<file path="src/rtl/ahb_pkg.sv">
// Shared AHB definitions: transfer, response and size codes, responder FSM
// states, and small decode helpers used by the bus components.
package ahb_pkg;

  typedef enum logic [1:0] {
    HTRANS_IDLE   = 2'b00,
    HTRANS_BUSY   = 2'b01,
    HTRANS_NONSEQ = 2'b10,
    HTRANS_SEQ    = 2'b11
  } htrans_t;

  typedef enum logic [1:0] {
    HRESP_OKAY  = 2'b00,
    HRESP_ERROR = 2'b01,
    HRESP_RETRY = 2'b10,
    HRESP_SPLIT = 2'b11
  } hresp_t;

  typedef enum logic [2:0] {
    HSIZE_BYTE = 3'd0,
    HSIZE_HALF = 3'd1,
    HSIZE_WORD = 3'd2
  } hsize_t;

  typedef enum logic [2:0] {
    ST_IDLE = 3'd0,
    ST_WAIT = 3'd1,
    ST_DONE = 3'd2,
    ST_ERR1 = 3'd3,
    ST_ERR2 = 3'd4
  } slv_state_t;

  // Halfword must sit on an even byte, word on a 4-byte boundary.
  function automatic logic misaligned(input logic [2:0] size, input logic [1:0] lane);
    case (size)
      HSIZE_HALF: return lane[0];
      HSIZE_WORD: return (lane != 2'b00);
      default:    return 1'b0;
    endcase
  endfunction

  // Byte lanes touched by a transfer of the given size at the given offset.
  function automatic logic [3:0] byte_lanes(input logic [2:0] size, input logic [1:0] lane);
    case (size)
      HSIZE_BYTE: return 4'b0001 << lane;
      HSIZE_HALF: return lane[1] ? 4'b1100 : 4'b0011;
      default:    return 4'b1111;
    endcase
  endfunction

endpackage

</file>
<file path="src/rtl/ahb_resp_slave_if.sv">
// AHB bus signals seen by the responder, with master and slave views.
interface ahb_resp_slave_if;
  logic        HSEL;
  logic        HREADY;
  logic [31:0] HADDR;
  logic [2:0]  HSIZE;
  logic        HWRITE;
  logic [1:0]  HTRANS;
  logic [2:0]  HBURST;
  logic [31:0] HWDATA;
  logic [3:0]  HMASTER;
  logic        SPLIT_EN;
  logic        HREADY_O;
  logic [1:0]  HRESP;
  logic [31:0] HRDATA;
  logic [15:0] HSPLIT;

  modport slave (
    input  HSEL, HREADY, HADDR, HSIZE, HWRITE, HTRANS, HBURST, HWDATA, HMASTER, SPLIT_EN,
    output HREADY_O, HRESP, HRDATA, HSPLIT
  );

  modport master (
    output HSEL, HREADY, HADDR, HSIZE, HWRITE, HTRANS, HBURST, HWDATA, HMASTER, SPLIT_EN,
    input  HREADY_O, HRESP, HRDATA, HSPLIT
  );
endinterface

</file>
<file path="src/rtl/ahb_ram_bytes.sv">
// Word-wide storage with per-byte write enables and combinational read.
// Contents are deliberately not reset.
module ahb_ram_bytes #(
  parameter int unsigned DEPTH = 64,
  parameter int unsigned AW    = (DEPTH > 1) ? $clog2(DEPTH) : 1
) (
  input  logic          clk,
  input  logic          we,
  input  logic [3:0]    be,
  input  logic [AW-1:0] addr,
  input  logic [31:0]   wdata,
  output logic [31:0]   rdata
);
  logic [31:0] mem [DEPTH];

  // Byte-lane masked write.
  always_ff @(posedge clk) begin
    if (we) begin
      for (int unsigned i = 0; i < 4; i++) begin
        if (be[i]) mem[addr][i*8 +: 8] <= wdata[i*8 +: 8];
      end
    end
  end

  assign rdata = mem[addr];
endmodule

</file>
<file path="src/rtl/ahb_resp_slave.sv">
// AHB responder: classifies each accepted address phase as OKAY, ERROR or
// SPLIT, inserts wait states on OKAY, gives two-cycle ERROR/SPLIT responses
// and releases one split master at a time after a fixed delay.
module ahb_resp_slave
  import ahb_pkg::*;
#(
  parameter int unsigned MEM_DEPTH = 64,
  parameter int unsigned WAIT_CYC  = 1,
  parameter int unsigned SPLIT_DLY = 8,
  parameter int unsigned NUM_MST   = 16
) (
  input logic             HCLK,
  input logic             HRST,
  ahb_resp_slave_if.slave bus
);
  localparam int unsigned AW        = (MEM_DEPTH > 1) ? $clog2(MEM_DEPTH) : 1;
  localparam logic [3:0]  WAIT_LAST = (WAIT_CYC > 0) ? 4'(WAIT_CYC - 1) : 4'd0;
  localparam slv_state_t  OK_FIRST  = (WAIT_CYC > 0) ? ST_WAIT : ST_DONE;
  localparam logic [15:0] MST_MASK  = 16'((32'd1 << NUM_MST) - 32'd1);

  slv_state_t    state, state_next;
  hresp_t        resp_cls, resp_q, resp_o;
  logic          ready_o, accept, bad_xfer, id_ok;
  logic [AW-1:0] addr_q;
  logic [1:0]    lane_q;
  logic [2:0]    size_q;
  logic          write_q;
  logic [3:0]    wcnt;
  logic          split_pend;
  logic [7:0]    split_cnt;
  logic [3:0]    split_id;
  logic [15:0]   owed;
  logic [15:0]   hsplit;
  logic [31:0]   ram_rdata, rdata_q;
  logic          ram_we;
  logic [3:0]    ram_be;
  logic          unused_bits;

  // Only take a new address phase while this responder is itself ready.
  assign accept = bus.HSEL & bus.HREADY & bus.HTRANS[1] & ready_o;

  // Response classification of the address phase on the bus.
  always_comb begin
    bad_xfer = (bus.HADDR[31:2] >= 30'(MEM_DEPTH)) || (bus.HSIZE > HSIZE_WORD) ||
               misaligned(bus.HSIZE, bus.HADDR[1:0]);
    id_ok    = ({28'd0, bus.HMASTER} < NUM_MST);
    resp_cls = HRESP_OKAY;
    if (bad_xfer) begin
      resp_cls = HRESP_ERROR;
    end else if (bus.SPLIT_EN && !split_pend && id_ok && !owed[bus.HMASTER]) begin
      resp_cls = HRESP_SPLIT;
    end
  end

  // State register.
  always_ff @(posedge HCLK or posedge HRST) begin
    if (HRST) state <= ST_IDLE;
    else      state <= state_next;
  end

  // Next-state logic; DONE and ERR2 chain straight into a new transfer.
  always_comb begin
    state_next = state;
    unique case (state)
      ST_IDLE, ST_DONE, ST_ERR2: begin
        if (accept) state_next = (resp_cls == HRESP_OKAY) ? OK_FIRST : ST_ERR1;
        else        state_next = ST_IDLE;
      end
      ST_WAIT: if (wcnt == WAIT_LAST) state_next = ST_DONE;
      ST_ERR1: state_next = ST_ERR2;
      default: state_next = ST_IDLE;
    endcase
  end

  // Per-state handshake outputs.
  always_comb begin
    ready_o = 1'b1;
    resp_o  = HRESP_OKAY;
    unique case (state)
      ST_WAIT: ready_o = 1'b0;
      ST_ERR1: begin
        ready_o = 1'b0;
        resp_o  = resp_q;
      end
      ST_ERR2: resp_o = resp_q;
      default: ;
    endcase
  end

  // Address-phase capture.
  always_ff @(posedge HCLK or posedge HRST) begin
    if (HRST) begin
      addr_q  <= '0;
      lane_q  <= '0;
      size_q  <= '0;
      write_q <= 1'b0;
      resp_q  <= HRESP_OKAY;
    end else if (accept) begin
      addr_q  <= bus.HADDR[AW+1:2];
      lane_q  <= bus.HADDR[1:0];
      size_q  <= bus.HSIZE;
      write_q <= bus.HWRITE;
      resp_q  <= resp_cls;
    end
  end

  // Wait-state counter, restarts on every entry into WAIT.
  always_ff @(posedge HCLK or posedge HRST) begin
    if (HRST) wcnt <= '0;
    else      wcnt <= (state == ST_WAIT) ? wcnt + 4'd1 : '0;
  end

  // Split bookkeeping: one pending split, release countdown, and a per-master
  // "owed" bit so the released master's retry is not split again. A release
  // and a same-cycle OKAY from that master leave the bit set.
  always_ff @(posedge HCLK or posedge HRST) begin
    if (HRST) begin
      split_pend <= 1'b0;
      split_cnt  <= '0;
      split_id   <= '0;
      owed       <= '0;
    end else begin
      if (accept && resp_cls == HRESP_OKAY) owed[bus.HMASTER] <= 1'b0;
      if (split_pend) begin
        if (split_cnt == 8'd0) begin
          split_pend     <= 1'b0;
          owed[split_id] <= 1'b1;
        end else begin
          split_cnt <= split_cnt - 8'd1;
        end
      end
      if (accept && resp_cls == HRESP_SPLIT) begin
        split_pend <= 1'b1;
        split_cnt  <= 8'(SPLIT_DLY);
        split_id   <= bus.HMASTER;
      end
    end
  end

  // Release pulse while the countdown sits at zero.
  always_comb begin
    hsplit = '0;
    if (split_pend && split_cnt == 8'd0) hsplit[split_id] = 1'b1;
    hsplit = hsplit & MST_MASK;
  end

  // Read data holding register, refreshed at the end of each read DONE.
  always_ff @(posedge HCLK or posedge HRST) begin
    if (HRST) rdata_q <= '0;
    else if (state == ST_DONE && !write_q) rdata_q <= ram_rdata;
  end

  assign ram_we = (state == ST_DONE) && write_q;
  assign ram_be = byte_lanes(size_q, lane_q);

  ahb_ram_bytes #(.DEPTH(MEM_DEPTH), .AW(AW)) u_ram (
    .clk   (HCLK),
    .we    (ram_we),
    .be    (ram_be),
    .addr  (addr_q),
    .wdata (bus.HWDATA),
    .rdata (ram_rdata)
  );

  assign bus.HREADY_O = ready_o;
  assign bus.HRESP    = resp_o;
  assign bus.HRDATA   = (state == ST_DONE && !write_q) ? ram_rdata : rdata_q;
  assign bus.HSPLIT   = hsplit;

  assign unused_bits = ^{bus.HBURST, bus.HTRANS[0]};
endmodule

</file>
<file path="src/flat_wrapper.sv">
// flat-port wrapper written by rule: the top's interface ports become plain ports
module ahb_resp_slave_flat import ahb_pkg::*;
#(
  parameter int unsigned MEM_DEPTH = 64,
  parameter int unsigned WAIT_CYC  = 1,
  parameter int unsigned SPLIT_DLY = 8,
  parameter int unsigned NUM_MST   = 16
)
  (HCLK, HRST, bus_HSEL, bus_HREADY, bus_HADDR, bus_HSIZE, bus_HWRITE, bus_HTRANS, bus_HBURST, bus_HWDATA, bus_HMASTER, bus_SPLIT_EN, bus_HREADY_O, bus_HRESP, bus_HRDATA, bus_HSPLIT);
  ahb_resp_slave_if bus_i ();
  input logic HCLK;
  input logic HRST;
  input wire logic [$bits(bus_i.HSEL)-1:0] bus_HSEL;
  input wire logic [$bits(bus_i.HREADY)-1:0] bus_HREADY;
  input wire logic [$bits(bus_i.HADDR)-1:0] bus_HADDR;
  input wire logic [$bits(bus_i.HSIZE)-1:0] bus_HSIZE;
  input wire logic [$bits(bus_i.HWRITE)-1:0] bus_HWRITE;
  input wire logic [$bits(bus_i.HTRANS)-1:0] bus_HTRANS;
  input wire logic [$bits(bus_i.HBURST)-1:0] bus_HBURST;
  input wire logic [$bits(bus_i.HWDATA)-1:0] bus_HWDATA;
  input wire logic [$bits(bus_i.HMASTER)-1:0] bus_HMASTER;
  input wire logic [$bits(bus_i.SPLIT_EN)-1:0] bus_SPLIT_EN;
  output wire logic [$bits(bus_i.HREADY_O)-1:0] bus_HREADY_O;
  output wire logic [$bits(bus_i.HRESP)-1:0] bus_HRESP;
  output wire logic [$bits(bus_i.HRDATA)-1:0] bus_HRDATA;
  output wire logic [$bits(bus_i.HSPLIT)-1:0] bus_HSPLIT;
  assign bus_i.HSEL = bus_HSEL;
  assign bus_i.HREADY = bus_HREADY;
  assign bus_i.HADDR = bus_HADDR;
  assign bus_i.HSIZE = bus_HSIZE;
  assign bus_i.HWRITE = bus_HWRITE;
  assign bus_i.HTRANS = bus_HTRANS;
  assign bus_i.HBURST = bus_HBURST;
  assign bus_i.HWDATA = bus_HWDATA;
  assign bus_i.HMASTER = bus_HMASTER;
  assign bus_i.SPLIT_EN = bus_SPLIT_EN;
  assign bus_HREADY_O = bus_i.HREADY_O;
  assign bus_HRESP = bus_i.HRESP;
  assign bus_HRDATA = bus_i.HRDATA;
  assign bus_HSPLIT = bus_i.HSPLIT;
  ahb_resp_slave #(.MEM_DEPTH(MEM_DEPTH), .WAIT_CYC(WAIT_CYC), .SPLIT_DLY(SPLIT_DLY), .NUM_MST(NUM_MST)) u_core (.HCLK(HCLK), .HRST(HRST), .bus(bus_i));
endmodule
</file>
<file path="config.mk">
export PLATFORM = sky130hd
export DESIGN_NAME = ahb_resp_slave_flat
export DESIGN_NICKNAME = d
export VERILOG_FILES = /design/src/rtl/ahb_pkg.sv /design/src/rtl/ahb_resp_slave_if.sv /design/src/rtl/ahb_ram_bytes.sv /design/src/rtl/ahb_resp_slave.sv /design/src/flat_wrapper.sv
export SDC_FILE = /design/constraint.sdc
export NUM_CORES = 2
export LEC_CHECK = 0
export CELL_PAD_IN_SITES_DETAIL_PLACEMENT = 1
export CELL_PAD_IN_SITES_GLOBAL_PLACEMENT = 1
export CORE_MARGIN = 4
export CORE_UTILIZATION = 30
export DETAILED_ROUTE_END_ITERATION = 12
export GPL_ROUTABILITY_DRIVEN = 0
export PLACE_DENSITY = 0.54
export SYNTH_ARGS = -nofsm -noshare
export SYNTH_HDL_FRONTEND = slang
export SYNTH_SLANG_ARGS = --single-unit
</file>
<file path="constraint.sdc">
create_clock -name HCLK -period 3 [get_ports HCLK]
set_input_delay 0.75 -clock HCLK [delete_from_list [all_inputs] [get_ports HCLK]]
set_output_delay 0.75 -clock HCLK [all_outputs]
set_load 0.01 [all_outputs]
</file>
==> flow_summary.ini <==
[setup_path]
slowest_delay_ns = 0.50
critPathCaptureType = output pin
critical-path-top-delay-family = compound AO/OA/AOI/OAI gates
start_kind = flop
crit_slowest_cell = or4_1
cp_num_buf_inv = 4
worstSetupPathType = reg2out
crit_chain = buf_8, buf_16, buf_6, mux2_2, a221oi_4, a21oi_2, o21a_1, or4_1, o32a_1, buf_2
worstPathRequired_ns = 2.25
r2r_setup_slack_ns = -0.78
arrival_ns = 3.79
cp_max_fo = 7

[global_routing]
grt_max_degree = 83
grt_pass1_wl_um = 454600
grt_pass1_vias = 54569
grt_overflow = 0
track_usage = 0.2260
antenna_found_initial = 16

[yosys]
synth_cells = 4645
ys_seq_elements = 2130
ys.flop_type = edfxtp_1
synth_edf_count = 2048
synth_nets = 4730
yosysSeqAreaShare = 0.7616
netlist_area_um2 = 83440
avgSynthCellArea_um2 = 17.96
synthDistinctLibCells = 75
async_flop_share = 0.03850
ys_warn_count = 0

[detailed_routing]
ant_nets = 0
drt_iter0_drc = 6829
dr.max_layer_used = met5
wire_per_inst_um = 33.38
wirelength_um = 333000
route.vias.total = 53776
drcViolationCount = 0
firstDrtPassIters = 6
wl_met1_um = 140100
wl_met2_um = 154800
met3_length_um = 25260
via_per_inst = 5.390

[timing]
clock_skew_ns = 0.1004
grt_setup_unrepaired = yes
final.setup.tns_ns = -55.40
drv_slew = 0
setup_viol = 66
fin_crit_ns = 4.544
layout_setup_ws_ns = -1.544
whs_ns = 0.1679
min_period_over_period = 1.515
maxSlewHeadroom = 0.3377
finalHoldViolations = 0
fmax_ghz = 0.2201
worst_pin_slew_ns = 0.9861

[final_layout]
final_net_count = 6159
post-route-util = 0.4049
multi_input_area_um2 = 20520
mostFrequentLayoutCells = edfxtp_1 (2048), buf_4 (958), nor2_1 (361), buf_12 (234), clkbuf_16 (226)
fin_area_um2 = 112100
num-fill-cells = 27352
seq_area_um2 = 63560
drive_gt1_frac = 0.3967
final_common_cell = edfxtp_1
area_delta_synth_final_pct = 34.29

[floorplanning]
die_height_um = 535.4
core_um2 = 276700
placementRows = 193
die_w_um = 535.4
initial_core_util = 0.3015
die_area_um2 = 286600
io_pins = 133

[outcome]
violations = negative setup slack
status = finished with violations

[cts]
numCtsBuffers = 221
cts_tree = done
path_clk_slew_ns = 0.08
insertion_delay_ns = 0.91
cts_buffer_depth = 3
cts_sinks = 2130
cts_htree_levels = 4
cts-root-buf = clkbuf_16

[pwr]
ir_worst_vdd_mv = 0.7950
powerDensity_nw_per_um2 = 746.0
p_leak_nw = 37.99
total_power_w = 0.08359

[placement]
dpl_cell_area_um2 = 98500
io_buffers = 128
dp_hpwl_um = 224900

[job]
drv_cap = 0

[hold_path]
hold_path.class = in2reg
==> cell usage after synthesis (103+ instances only) <==
cell type  number  area [um^2]
mux2i_1       248         2482
mux2_2        104         1171
mux4_2        221         4977
a22oi_1       115        863.3
a21oi_1       134        670.6
nor2_1        398         1494
buf_2         103        515.5
nand2_1       188        705.7
clkbuf_1      115        431.7
a221oi_1      130         1139
o21ai_0       122        610.6
edfxtp_1     2048        61500
==> layer usage <==
| metal | vias up | track usage |
|---|---|---|
| met2 | 2514 | 0.3563 |
| li1 | 21782 | - |
| met4 | 2 | 0.08252 |
| met1 | 28972 | 0.3136 |
| met5 | - | 0 |
| met3 | 506 | 0.03994 |
==> power by group <==
group	switching, W	total [W]	internal [W]
clock	0.0122	0.0282	0.0160
combinational	0.0123	0.0223	0.00999
sequential	0.000156	0.0331	0.0329
==> stage by stage <==
| stage | instances | worst slack [ns] |
|---|---|---|
| 2_1_floorplan | 4645 | 0.06169 |
| 3_5_place_dp | 9263 | -1.585 |
| 4_1_cts | 9922 | -1.636 |
| 5_1_grt | 9972 | -1.636 |
| 3_3_place_gp | 9263 | -1.637 |
| 6_report | 9977 | -1.544 |
==> kinds of logic after synthesis <==
kind of cell	Yosys count	synth area share
buffers and inverters	323	0.02071
muxes	582	0.1047
DFF	2130	0.7616
xor gates and xnor gates	8	0.0008397
adders and majority gates	3	0.0004499
and+or+nand+nor	752	0.03900
AOI/OAI and AO/OA	847	0.07266
==> flip-flops by register name, indices dropped and copies added, names as in the netlist, 3 cells and up <==
name              cells
u_core.u_ram.mem   2048
u_core.rdata_q       32
u_core.owed          16
u_core.split_cnt      8
u_core.addr_q         6
u_core.split_id       4
u_core.wcnt           4
u_core.size_q         3
u_core.state          3
==> path summary, 6_finish.rpt <==
| kind | endpoint | startpoint | cells past startpoint |
|---|---|---|---|
| min | u_core.u_ram.mem[26][8] | bus_HWDATA[8] | 1 |
| min reg2reg | u_core.owed[12] | u_core.owed[12] | 1 |
| max reg2reg | u_core.rdata_q[4] | u_core.addr_q[2] | 21 |
| max in group asynchronous | u_core.addr_q[0] | HRST | 3 |
| min in group asynchronous | u_core.split_cnt[5] | HRST | 3 |
| max | bus_HRDATA[16] | u_core.addr_q[2] | 10 |
==> final cells by class <==
| cell class | count | area share |
|---|---|---|
| multi-input combinational | 2192 | 0.1831 |
| timing repair inverter | 1 | 0.00007816 |
| antenna | 5 | 0.0001117 |
| clock inverter | 133 | 0.01401 |
| timing repair buffer | 1515 | 0.1409 |
| sequential | 2130 | 0.5672 |
| clock buffer | 283 | 0.05232 |
| inverter | 13 | 0.0008486 |
| tap | 3705 | 0.04137 |
==> worst reg2reg max path: stages (launching register included) <==
cell	delay, ns
dfrtp_4	0.53
buf_12	0.15
buf_16	0.15
buf_4	0.18
buf_16	0.16
buf_16	0.16
buf_4	0.20
mux2i_1	0.18
o22ai_1	0.11
a31oi_1	0.20
a21oi_1	0.16
nor4_4	0.34
a31oi_2	0.16
buf_4	0.16
buf_6	0.10
buf_6	0.10
buf_6	0.10
buf_6	0.11
buf_6	0.10
buf_6	0.11
buf_6	0.10
buf_6	0.10
==> timing repair <==
| item | 4_1_cts | 5_1_grt |
|---|---|---|
| hold buffers | 0 | 0 |
| pin swaps | 155 | 153 |
| cloned | 13 | 6 |
| resized for setup | 743 | 246 |
| setup endpoints to repair | 368 | 128 |
| buffers inserted | 239 | 96 |
Power figures use the tool's default switching activity.
